## src/rtl/rf_wb_arbiter_pkg.sv

```systemverilog
// Shared types and default sizing for the register-file write-back arbiter.
package rf_wb_arbiter_pkg;

    localparam int WORD_WIDTH    = 32;
    localparam int REGFILE_BITS  = 5;
    localparam int REGFILE_SIZE  = 32;
    localparam int MC_FIFO_DEPTH = 2;
    localparam int WB_STARVE_LIM = 4;

    // One buffered multi-cycle result: destination register plus data.
    typedef struct packed {
        logic [REGFILE_BITS-1:0] rd;
        logic [WORD_WIDTH-1:0]   data;
    } wb_entry_t;

    // Which source owns the regfile write port this cycle.
    typedef enum logic [1:0] {
        SEL_NONE   = 2'd0,
        SEL_PIPE   = 2'd1,
        SEL_HEAD   = 2'd2,
        SEL_BYPASS = 2'd3
    } wb_sel_e;

endpackage

```

## src/rtl/rf_wb_arbiter_wb_result_fifo.sv

```systemverilog
// Synchronous FIFO of multi-cycle results. Supports push and pop in the same
// cycle, including a push into a full FIFO when the head is popped.
module wb_result_fifo
    import rf_wb_arbiter_pkg::*;
#(
    parameter int DEPTH = MC_FIFO_DEPTH
) (
    input  logic      clk,
    input  logic      nrst,
    input  logic      push_i,
    input  wb_entry_t push_entry_i,
    input  logic      pop_i,
    output wb_entry_t head_o,
    output logic      full_o,
    output logic      empty_o
);

    localparam int PW = $clog2(DEPTH);

    logic [PW:0] wr_ptr_q, rd_ptr_q;
    wb_entry_t   mem_q [DEPTH];
    logic        do_push, do_pop;

    assign empty_o = (wr_ptr_q == rd_ptr_q);
    assign full_o  = (wr_ptr_q[PW] != rd_ptr_q[PW]) &&
                     (wr_ptr_q[PW-1:0] == rd_ptr_q[PW-1:0]);
    assign head_o  = mem_q[rd_ptr_q[PW-1:0]];

    // A pop frees a slot in the same cycle, so a full FIFO may still take a push.
    assign do_pop  = pop_i && !empty_o;
    assign do_push = push_i && (!full_o || do_pop);

    // Pointer update; reset empties the FIFO and drops any buffered results.
    always_ff @(posedge clk) begin
        if (!nrst) begin
            wr_ptr_q <= '0;
            rd_ptr_q <= '0;
        end else begin
            if (do_push) wr_ptr_q <= wr_ptr_q + 1'b1;
            if (do_pop)  rd_ptr_q <= rd_ptr_q + 1'b1;
        end
    end

    // Storage write; contents need no reset because the pointers gate visibility.
    always_ff @(posedge clk) begin
        if (do_push) mem_q[wr_ptr_q[PW-1:0]] <= push_entry_i;
    end

endmodule

```

## src/rtl/rf_wb_arbiter.sv

```systemverilog
// Register-file write-port arbiter: the in-order WB stage has priority, multi-cycle
// results are buffered or bypassed, a pending-rd scoreboard flags ID hazards, and a
// starvation counter forces a FIFO drain when WB monopolises the port too long.
module rf_wb_arbiter
    import rf_wb_arbiter_pkg::*;
#(
    parameter int FIFO_DEPTH = MC_FIFO_DEPTH,
    parameter int STARVE_LIM = WB_STARVE_LIM
) (
    input  logic                    clk,
    input  logic                    nrst,
    input  logic                    pipe_wr_en,
    input  logic [REGFILE_BITS-1:0] pipe_wr_addr,
    input  logic [WORD_WIDTH-1:0]   pipe_wr_data,
    input  logic                    mc_issue,
    input  logic [REGFILE_BITS-1:0] mc_issue_rd,
    output logic                    mc_issue_ok,
    input  logic                    mc_valid,
    input  logic [REGFILE_BITS-1:0] mc_rd,
    input  logic [WORD_WIDTH-1:0]   mc_data,
    output logic                    mc_ready,
    input  logic [REGFILE_BITS-1:0] id_src1_addr,
    input  logic [REGFILE_BITS-1:0] id_src2_addr,
    input  logic [REGFILE_BITS-1:0] id_dest_addr,
    output logic                    id_hazard,
    output logic                    pipe_stall,
    output logic                    rf_wr_en,
    output logic [REGFILE_BITS-1:0] rf_dest_addr,
    output logic [WORD_WIDTH-1:0]   rf_wr_data
);

    localparam int OW = $clog2(FIFO_DEPTH + 1);
    localparam int SW = $clog2(STARVE_LIM + 1);

    logic [REGFILE_SIZE-1:0] pending_q, pending_d;
    logic [OW-1:0]           outst_q, outst_d;
    logic [SW-1:0]           starve_q, starve_d;

    wb_sel_e   sel;
    wb_entry_t head;
    wb_entry_t push_entry;
    logic      fifo_full, fifo_empty;
    logic      pop, push, accept, mc_zero, bypass_wr, mc_retire, issue_fire;

    wb_result_fifo #(
        .DEPTH(FIFO_DEPTH)
    ) u_fifo (
        .clk         (clk),
        .nrst        (nrst),
        .push_i      (push),
        .push_entry_i(push_entry),
        .pop_i       (pop),
        .head_o      (head),
        .full_o      (fifo_full),
        .empty_o     (fifo_empty)
    );

    // Forced drain once WB has held the port for STARVE_LIM cycles over a waiting result.
    assign pipe_stall = nrst && (starve_q >= SW'(STARVE_LIM)) && !fifo_empty;

    // Write-port owner in priority order: forced drain, WB, buffered head, bypass.
    always_comb begin
        sel = SEL_NONE;
        if (!nrst)                sel = SEL_NONE;
        else if (pipe_stall)      sel = SEL_HEAD;
        else if (pipe_wr_en)      sel = SEL_PIPE;
        else if (!fifo_empty)     sel = SEL_HEAD;
        else if (mc_valid)        sel = SEL_BYPASS;
    end

    assign pop        = (sel == SEL_HEAD);
    assign mc_ready   = nrst && (!fifo_full || pop);
    assign accept     = mc_valid && mc_ready;
    assign mc_zero    = (mc_rd == '0);
    assign bypass_wr  = (sel == SEL_BYPASS) && !mc_zero;
    // Results for x0 are swallowed; everything else not bypassed is buffered.
    assign push       = accept && !mc_zero && (sel != SEL_BYPASS);
    assign mc_retire  = accept && ((sel == SEL_BYPASS) || mc_zero);
    assign push_entry = '{rd: mc_rd, data: mc_data};

    assign mc_issue_ok = nrst && !pending_q[mc_issue_rd] && (outst_q < OW'(FIFO_DEPTH));
    assign issue_fire  = mc_issue && mc_issue_ok;
    assign id_hazard   = nrst && (pending_q[id_src1_addr] || pending_q[id_src2_addr] ||
                                  pending_q[id_dest_addr]);

    // Regfile write-port mux driven from the selected source.
    always_comb begin
        rf_wr_en     = 1'b0;
        rf_dest_addr = '0;
        rf_wr_data   = '0;
        case (sel)
            SEL_PIPE: begin
                rf_wr_en     = 1'b1;
                rf_dest_addr = pipe_wr_addr;
                rf_wr_data   = pipe_wr_data;
            end
            SEL_HEAD: begin
                rf_wr_en     = 1'b1;
                rf_dest_addr = head.rd;
                rf_wr_data   = head.data;
            end
            SEL_BYPASS: begin
                rf_wr_en     = bypass_wr;
                rf_dest_addr = mc_rd;
                rf_wr_data   = mc_data;
            end
            default: ;
        endcase
    end

    // Next state for scoreboard, outstanding count and starvation counter.
    always_comb begin
        pending_d = pending_q;
        if (pop)       pending_d[head.rd] = 1'b0;
        if (bypass_wr) pending_d[mc_rd]   = 1'b0;
        if (issue_fire && (mc_issue_rd != '0)) pending_d[mc_issue_rd] = 1'b1;

        // A pop and an x0 discard can retire two results in one cycle.
        outst_d = outst_q + OW'(issue_fire) - OW'(pop) - OW'(mc_retire);

        starve_d = '0;
        if (pipe_stall)
            starve_d = '0;
        else if (pipe_wr_en && !fifo_empty)
            starve_d = (starve_q < SW'(STARVE_LIM)) ? starve_q + 1'b1 : starve_q;
    end

    // Control state registers.
    always_ff @(posedge clk) begin
        if (!nrst) begin
            pending_q <= '0;
            outst_q   <= '0;
            starve_q  <= '0;
        end else begin
            pending_q <= pending_d;
            outst_q   <= outst_d;
            starve_q  <= starve_d;
        end
    end

endmodule

```

## config.mk

```make
export PLATFORM = sky130hd
export DESIGN_NAME = rf_wb_arbiter
export DESIGN_NICKNAME = d
export VERILOG_FILES = /design/src/rtl/rf_wb_arbiter_pkg.sv /design/src/rtl/rf_wb_arbiter_wb_result_fifo.sv /design/src/rtl/rf_wb_arbiter.sv
export SDC_FILE = /design/constraint.sdc
export NUM_CORES = 1
export LEC_CHECK = 0
export CORE_AREA = 2 2 116 118
export CTS_CLUSTER_SIZE = 12
export DETAILED_ROUTE_END_ITERATION = 16
export DIE_AREA = 0 0 118 120
export PLACE_DENSITY = 0.85
export SETUP_SLACK_MARGIN = 0.5
export SYNTH_ARGS = -nofsm -noshare
export SYNTH_HDL_FRONTEND = slang
export SYNTH_SLANG_ARGS = --single-unit
```

## constraint.sdc

```tcl
create_clock -name clk -period 9 [get_ports clk]
set_input_delay 1.8 -clock clk [delete_from_list [all_inputs] [get_ports clk]]
set_output_delay 1.8 -clock clk [all_outputs]
set_load 0.01 [all_outputs]
```

Word level (Yosys, flattened, before mapping)
Memories as Yosys holds them, arrays and structs flattened. A register that Yosys moved wholly into a read port is not among the register bits.
Index checks and enable logic that the tools add are counted.
W data, S select, Z words.
{"block": "totals", "regBits": 41, "ramBits": 74, "in_bits": 99, "output_inout_bits": 42, "wordCells": 100, "n_memories": 1}
{"block": "op_classes", "n_addsub": 6, "magnitude_cmp": 12, "n_eq_ne": 7, "muxes": 29, "n_bitwise": 7, "reduce_logical": 33}
{"name": "u_fifo.mem_q", "words": 2, "word_bits": 37, "read_ports": 1, "rd_ports_with_merged_regs": 1, "write_ports": 1, "line_no": "rf_wb_arbiter_wb_result_fifo.sv:21", "rtl": "wb_entry_t mem_q [DEPTH];"}
{"op": "$mux W32", "n": 3}
{"op": "$pmux W32 S3", "n": 1}
{"op": "$and A32 B32 Y32", "n": 2}
{"op": "$not A32 Y32", "n": 2}
{"op": "$lt A5 B6 Y1 const B", "n": 6}
{"op": "$or A32 B32 Y32", "n": 1}
{"op": "$bmux W1 S5", "n": 4}
{"op": "$logic_and A1 B1 Y1", "n": 20}
{"op": "$demux W1 S5", "n": 3}
{"op": "$ge A5 B1 Y1 const B", "n": 3}
{"op": "$pmux W5 S3", "n": 1}
{"op": "$mux W1", "n": 11}
{"op": "$mux W2", "n": 5}
{"op": "$logic_not A5 Y1", "n": 1}
{"op": "$logic_or A1 B1 Y1", "n": 5}
{"op": "$reduce_bool A5 Y1", "n": 1}
{"op": "$add A2 B1 Y2 const B", "n": 2}
{"op": "$eq A2 B2 Y1 const B", "n": 2}
{"op": "$logic_not A1 Y1", "n": 4}
{"op": "$sub A2 B1 Y2", "n": 2}
{"op": "$add A3 B1 Y3 const B", "n": 1}
{"op": "$ge A3 B3 Y1 const B", "n": 1}
{"op": "$lt A3 B3 Y1 const B", "n": 1}
{"op": "$reduce_or A3 Y1", "n": 1}
{"op": "other kinds (10)", "n": 11}

Longest topological paths before layout
{"block": "depth", "word_depth": 14, "ltp_mapped": 13, "mapped_depth_nobuf": 12}

Cells and area by module
Synthesis repeated with hierarchy kept, for this count alone.
{"block": "unflattened", "hier_cells": 603, "hier_area_um2": 6645.1}
{"module": "rf_wb_arbiter", "instances": 1, "cells_each": 454, "area_per_inst_um2": 3686.0, "seq_area_each_um2": 740.7}
{"module": "wb_result_fifo", "instances": 1, "cells_each": 149, "area_per_inst_um2": 2959.1, "seq_area_each_um2": 2322.2}

Least setup slack after synthesis
No wires, ideal clock.
{"block": "synth_timing", "path_kind": "input-to-reg", "from": "in nrst", "to": "mem u_fifo.mem_q[1][0] in the netlist's numbering (enable)", "setup_ps": 543, "arrival_ps": 7184, "t_required_ps": 8457, "slack_ps": 1273, "path_stages": 7, "path_buffers": 3, "path_cell_list": "clkbuf_1 clkbuf_1 and2_1 ha_1 clkbuf_1 o311ai_0 nor4b_1"}
{"block": "synth_via", "elab_chain_len": 13, "elab_cells_between_ends": 16, "classes_between": "2 x eq/ne; 4 x mux; 10 x reduce/logical"}
{"element": "start: declaration", "line_no": "rf_wb_arbiter.sv:11", "rtl": "input logic nrst,"}
{"element": "$logic_and A1 B1 Y1 (2 in series)", "line_no": "rf_wb_arbiter.sv:59", "rtl": "assign pipe_stall = nrst && (starve_q >= SW'(STARVE_LIM)) && !fifo_empty;"}
{"element": "$mux W2", "line_no": "rf_wb_arbiter.sv:65", "rtl": "else if (pipe_stall) sel = SEL_HEAD;"}
{"element": "$mux W2", "line_no": "rf_wb_arbiter.sv:64", "rtl": "if (!nrst) sel = SEL_NONE;"}
{"element": "$eq A2 B2 Y1", "line_no": "rf_wb_arbiter.sv:71", "rtl": "assign pop = (sel == SEL_HEAD);"}
{"element": "$logic_or A1 B1 Y1", "line_no": "rf_wb_arbiter.sv:72", "rtl": "assign mc_ready = nrst && (!fifo_full || pop);"}
{"element": "$logic_and A1 B1 Y1", "line_no": "rf_wb_arbiter.sv:72"}
{"element": "$logic_and A1 B1 Y1", "line_no": "rf_wb_arbiter.sv:73", "rtl": "assign accept = mc_valid && mc_ready;"}
{"element": "$logic_and A1 B1 Y1 (2 in series)", "line_no": "rf_wb_arbiter.sv:77", "rtl": "assign push = accept && !mc_zero && (sel != SEL_BYPASS);"}
{"element": "$logic_and A1 B1 Y1 *", "line_no": "rf_wb_arbiter_wb_result_fifo.sv:31", "rtl": "assign do_push = push_i && (!full_o || do_pop);"}
{"element": "$mux W1 *", "line_no": "rf_wb_arbiter_wb_result_fifo.sv:46", "rtl": "if (do_push) mem_q[wr_ptr_q[PW-1:0]] <= push_entry_i;"}
{"element": "$mux W1 (implied by the code) *", "line_no": "rf_wb_arbiter_wb_result_fifo.sv:46"}
{"element": "end: declaration", "line_no": "rf_wb_arbiter_wb_result_fifo.sv:21"}
Mark *: on every way between the ends. The rest lies on a longest branch, timed or not.

Worst setup path in the final report
{"block": "layout_timing", "from": "in nrst", "to": "out rf_wr_data[5]"}
{"block": "layout_via", "elab_chain_len": 6, "elab_cells_between_ends": 8, "classes_between": "3 x eq/ne; 3 x mux; 2 x reduce/logical"}
{"element": "$logic_and A1 B1 Y1 (2 in series)", "line_no": "rf_wb_arbiter.sv:59"}
{"element": "$mux W2", "line_no": "rf_wb_arbiter.sv:65"}
{"element": "$mux W2 *", "line_no": "rf_wb_arbiter.sv:64"}
{"element": "$eq A2 B2 Y1 / $eq A2 B1 Y1 (equally long branches)", "line_no": "rf_wb_arbiter.sv:91", "rtl": "case (sel)"}
{"element": "$pmux W32 S3 *", "line_no": "rf_wb_arbiter.sv:91"}
{"element": "end: declaration", "line_no": "rf_wb_arbiter.sv:29", "rtl": "output logic [WORD_WIDTH-1:0] rf_wr_data"}
Marks and branches as above.

==> impl_results.md <==
* Final setup violating endpoints at 0
* Number of global-route vias before repair at 5,904
* CP Launch Point: nrst
* Final hold vios at 0
* Area grow syn2layout at 32.2%
* CTS HTree Levels at 4
* Seq cells post-synth at 116
* Top cells by count, synth: nand2_1, edfxtp_1, nor2_1, dfxtp_1, a222oi_1
* Post-synth top area cell: edfxtp_1
* # IOs at 141
* Layout Cells excl Fill at 907
* EDFF count, synth at 74
* Gr usage total at 28.0%
* Least-Margin Pin Slew at 1.41 ns
* Synth Instances at 596
* Worst rel slew slack at 6.21%
* First-pass GRT wire length at 31,200 um
* Max Cap Violations at 0
* Ratio of total power to cell area at 175 nW/um2
* GRT overflow at 0
* Most used flip-flop cell after synthesis: edfxtp_1
* Setup TNS Final at 0 ns
* Arrival @ worst endpoint at 5.46 ns
* Hold Buf Count CTS at 0
* Pre-CTS WS at 1.80 ns
* Layout cell share with drive strength beyond 1 at 16.3%
* DR vias at 5,971
* Reg2reg start: u_fifo.wr_ptr_q[0]
* Dpl cell area at 8140 um2
* # rows at 42
* DRT Wirelength at 20,000 um
* Post-Synthesis Cell Area at 6640 um2
* Core area at 13,000 um2
* Post-DR wirelength/cell at 22.0 um
* Min Tclk post-route at 7.26 ns
* Die height at 120 um
* Reg clk slew, reported paths at 0.05 ns
* RSZ-0062 raised after global routing: no
* YS warnings at 0
* Sequential element share of the synthesized area at 46.1%
* Share of the synthesized area in the top cell type at 33.5%
* Initial Util at 51.1%
* Final worst-path cycle share at 80.7%
* Outcome: finished clean
* CTS Root Cell: clkbuf_16
* Type of the tightest min-delay check: flip-flop to flip-flop
* Setup crit end kind: output port
* Ranking of synthesized cells by area: edfxtp_1, dfxtp_1, mux4_2, mux2_2, a222oi_1
* F_max at 138 MHz
* Final Cell Area at 8770 um2
* Setup Fix Bufs, Post-CTS at 0
* Routability cong. at 0.998
* Setup crit start kind: input pin
* Synth cell types at 57
* Worst VDD drop at 116 uV
* Largest net degree at the start of global routing at 51
* Clk_lat worst skew at 0.41 ns
* Vias per inst at 6.58
* Setup WS post-layout at 1.74 ns
* Number of detailed-route iterations in the first pass at 10
* DRC errors left at 0
* Final setup skew at 0.00976 ns
* Leak Pwr at 2.90 nW
* Worst-path fanout max at 48
* Dpl cells at 875
* CTS tree: built
* Fillers at 936
* Clock buffer depth at 2
* Top-count cell post-synth: nand2_1
* Iteration-0 DRC Markers at 906
* Post-CTS Resized at 0
* # diodes at 0
* Crit Path Class: input pin to output port
* Synthesized Nets at 703
* Max-slew violations at 0
* Hold_sp: starve_q[0]
* Cts bufs inserted at 17
* Initial antenna violation count at 0
* HPWL after DPL at 13,600 um
* Syn Area/Cell at 11.1 um2
* Async set-reset flop share out of synthesis at 0%
* CP required at 7.20 ns
* Hold Slack at 0.428 ns
* Layout net count at 825
* IO Port Bufs at 140
* Antenna Nets Post-Route at 0
* Clk sink count at 116
* Die Wd at 118 um
* Die area at 14,200 um2
[kinds of logic (layout without fill, tap and decap cells)]
kind of cell,Yosys count,in the layout,synth area share [%]
xor gates and xnor gates,7,7,0.924
and+or+nand+nor,199,199,13.4
muxes,73,73,17.7
DFF,116,116,46.1
buffers and inverters,57,192,3.47
adders and majority gates,8,8,1.62
AOI/OAI and AO/OA,136,136,16.8
[worst max-delay path, stage by stage]
cell             delay (ns)
clkdlybuf4s50_1        0.45
buf_4                  0.39
o21ai_0                0.33
inv_1                  0.17
ha_1                   1.07
buf_4                  0.34
a222oi_1               0.13
nor2_1                 0.20
clkdlybuf4s50_1        0.57
[routing by layer]
layer / routed length [um] / share of wire, % / GRT usage [%]
met1: 7500 / 38 / 34.7
met2: 9910 / 50 / 46.9
met5: 0 / 0 / 0
met4: 675 / 3.4 / 12.9
met3: 1880 / 9.4 / 6.42
[final timing paths]
| check | endpoint | slack (ns) | cells past startpoint |
|---|---|---|---|
| worst min-delay path | starve_q[0] | 0.43 | 1 |
| worst min register to register | starve_q[0] | 0.43 | 1 |
| worst max-delay path | rf_wr_data[5] | 1.74 | 9 |
| worst max register to register | u_fifo.wr_ptr_q[1] | 4.78 | 10 |
[state kept, by name, summed over array words and instances, names as in the netlist, named ones only]
signal	cells
outst_q	2
u_fifo.wr_ptr_q	2
pending_q	32
u_fifo.rd_ptr_q	2
u_fifo.mem_q	74
starve_q	3
[layout by cell type (no fill, tap or decap), types with 7 or more instances in the layout]
cell and instances:
mux4_2 32, nor2b_1 7, clkdlybuf4s50_1 140, edfxtp_1 74, dfxtp_1 41, nor2_1 68
ha_1 7, o2111ai_1 27, o21ai_0 28, clkbuf_16 17, a222oi_1 37, inv_1 14
mux2_2 34, nand2_1 76, nand2b_1 12, mux2i_1 7
[power by group]
part / internal, mW / total (mW) / switching (mW)
Combinational: 0.109 / 0.220 / 0.111
Sequential: 0.583 / 0.593 / 0.00929
Clock: 0.478 / 0.722 / 0.244
[cell type report]
class                      count  area, um2  share of cell area (%)
clock inverter                12        176                    2.01
tap                          176        220                    2.51
multi-input combinational    423       3360                    38.3
inverter                      14       52.6                   0.599
sequential                   116       3060                    34.9
clock buffer                  20        457                    5.21
timing repair buffer         146       1450                    16.5
[stage by stage]
| step | power (mW) | utilization [%] |
|---|---|---|
| after detailed placement | 0.818 | 62.7 |
| after CTS | 1.53 | 67.6 |
| after global placement | 0.811 | 62.7 |
| after global routing | 1.57 | 67.6 |
| final | 1.53 | 67.6 |
| after floorplan | 0.711 | - |
(Power assumes the default switching activity.)
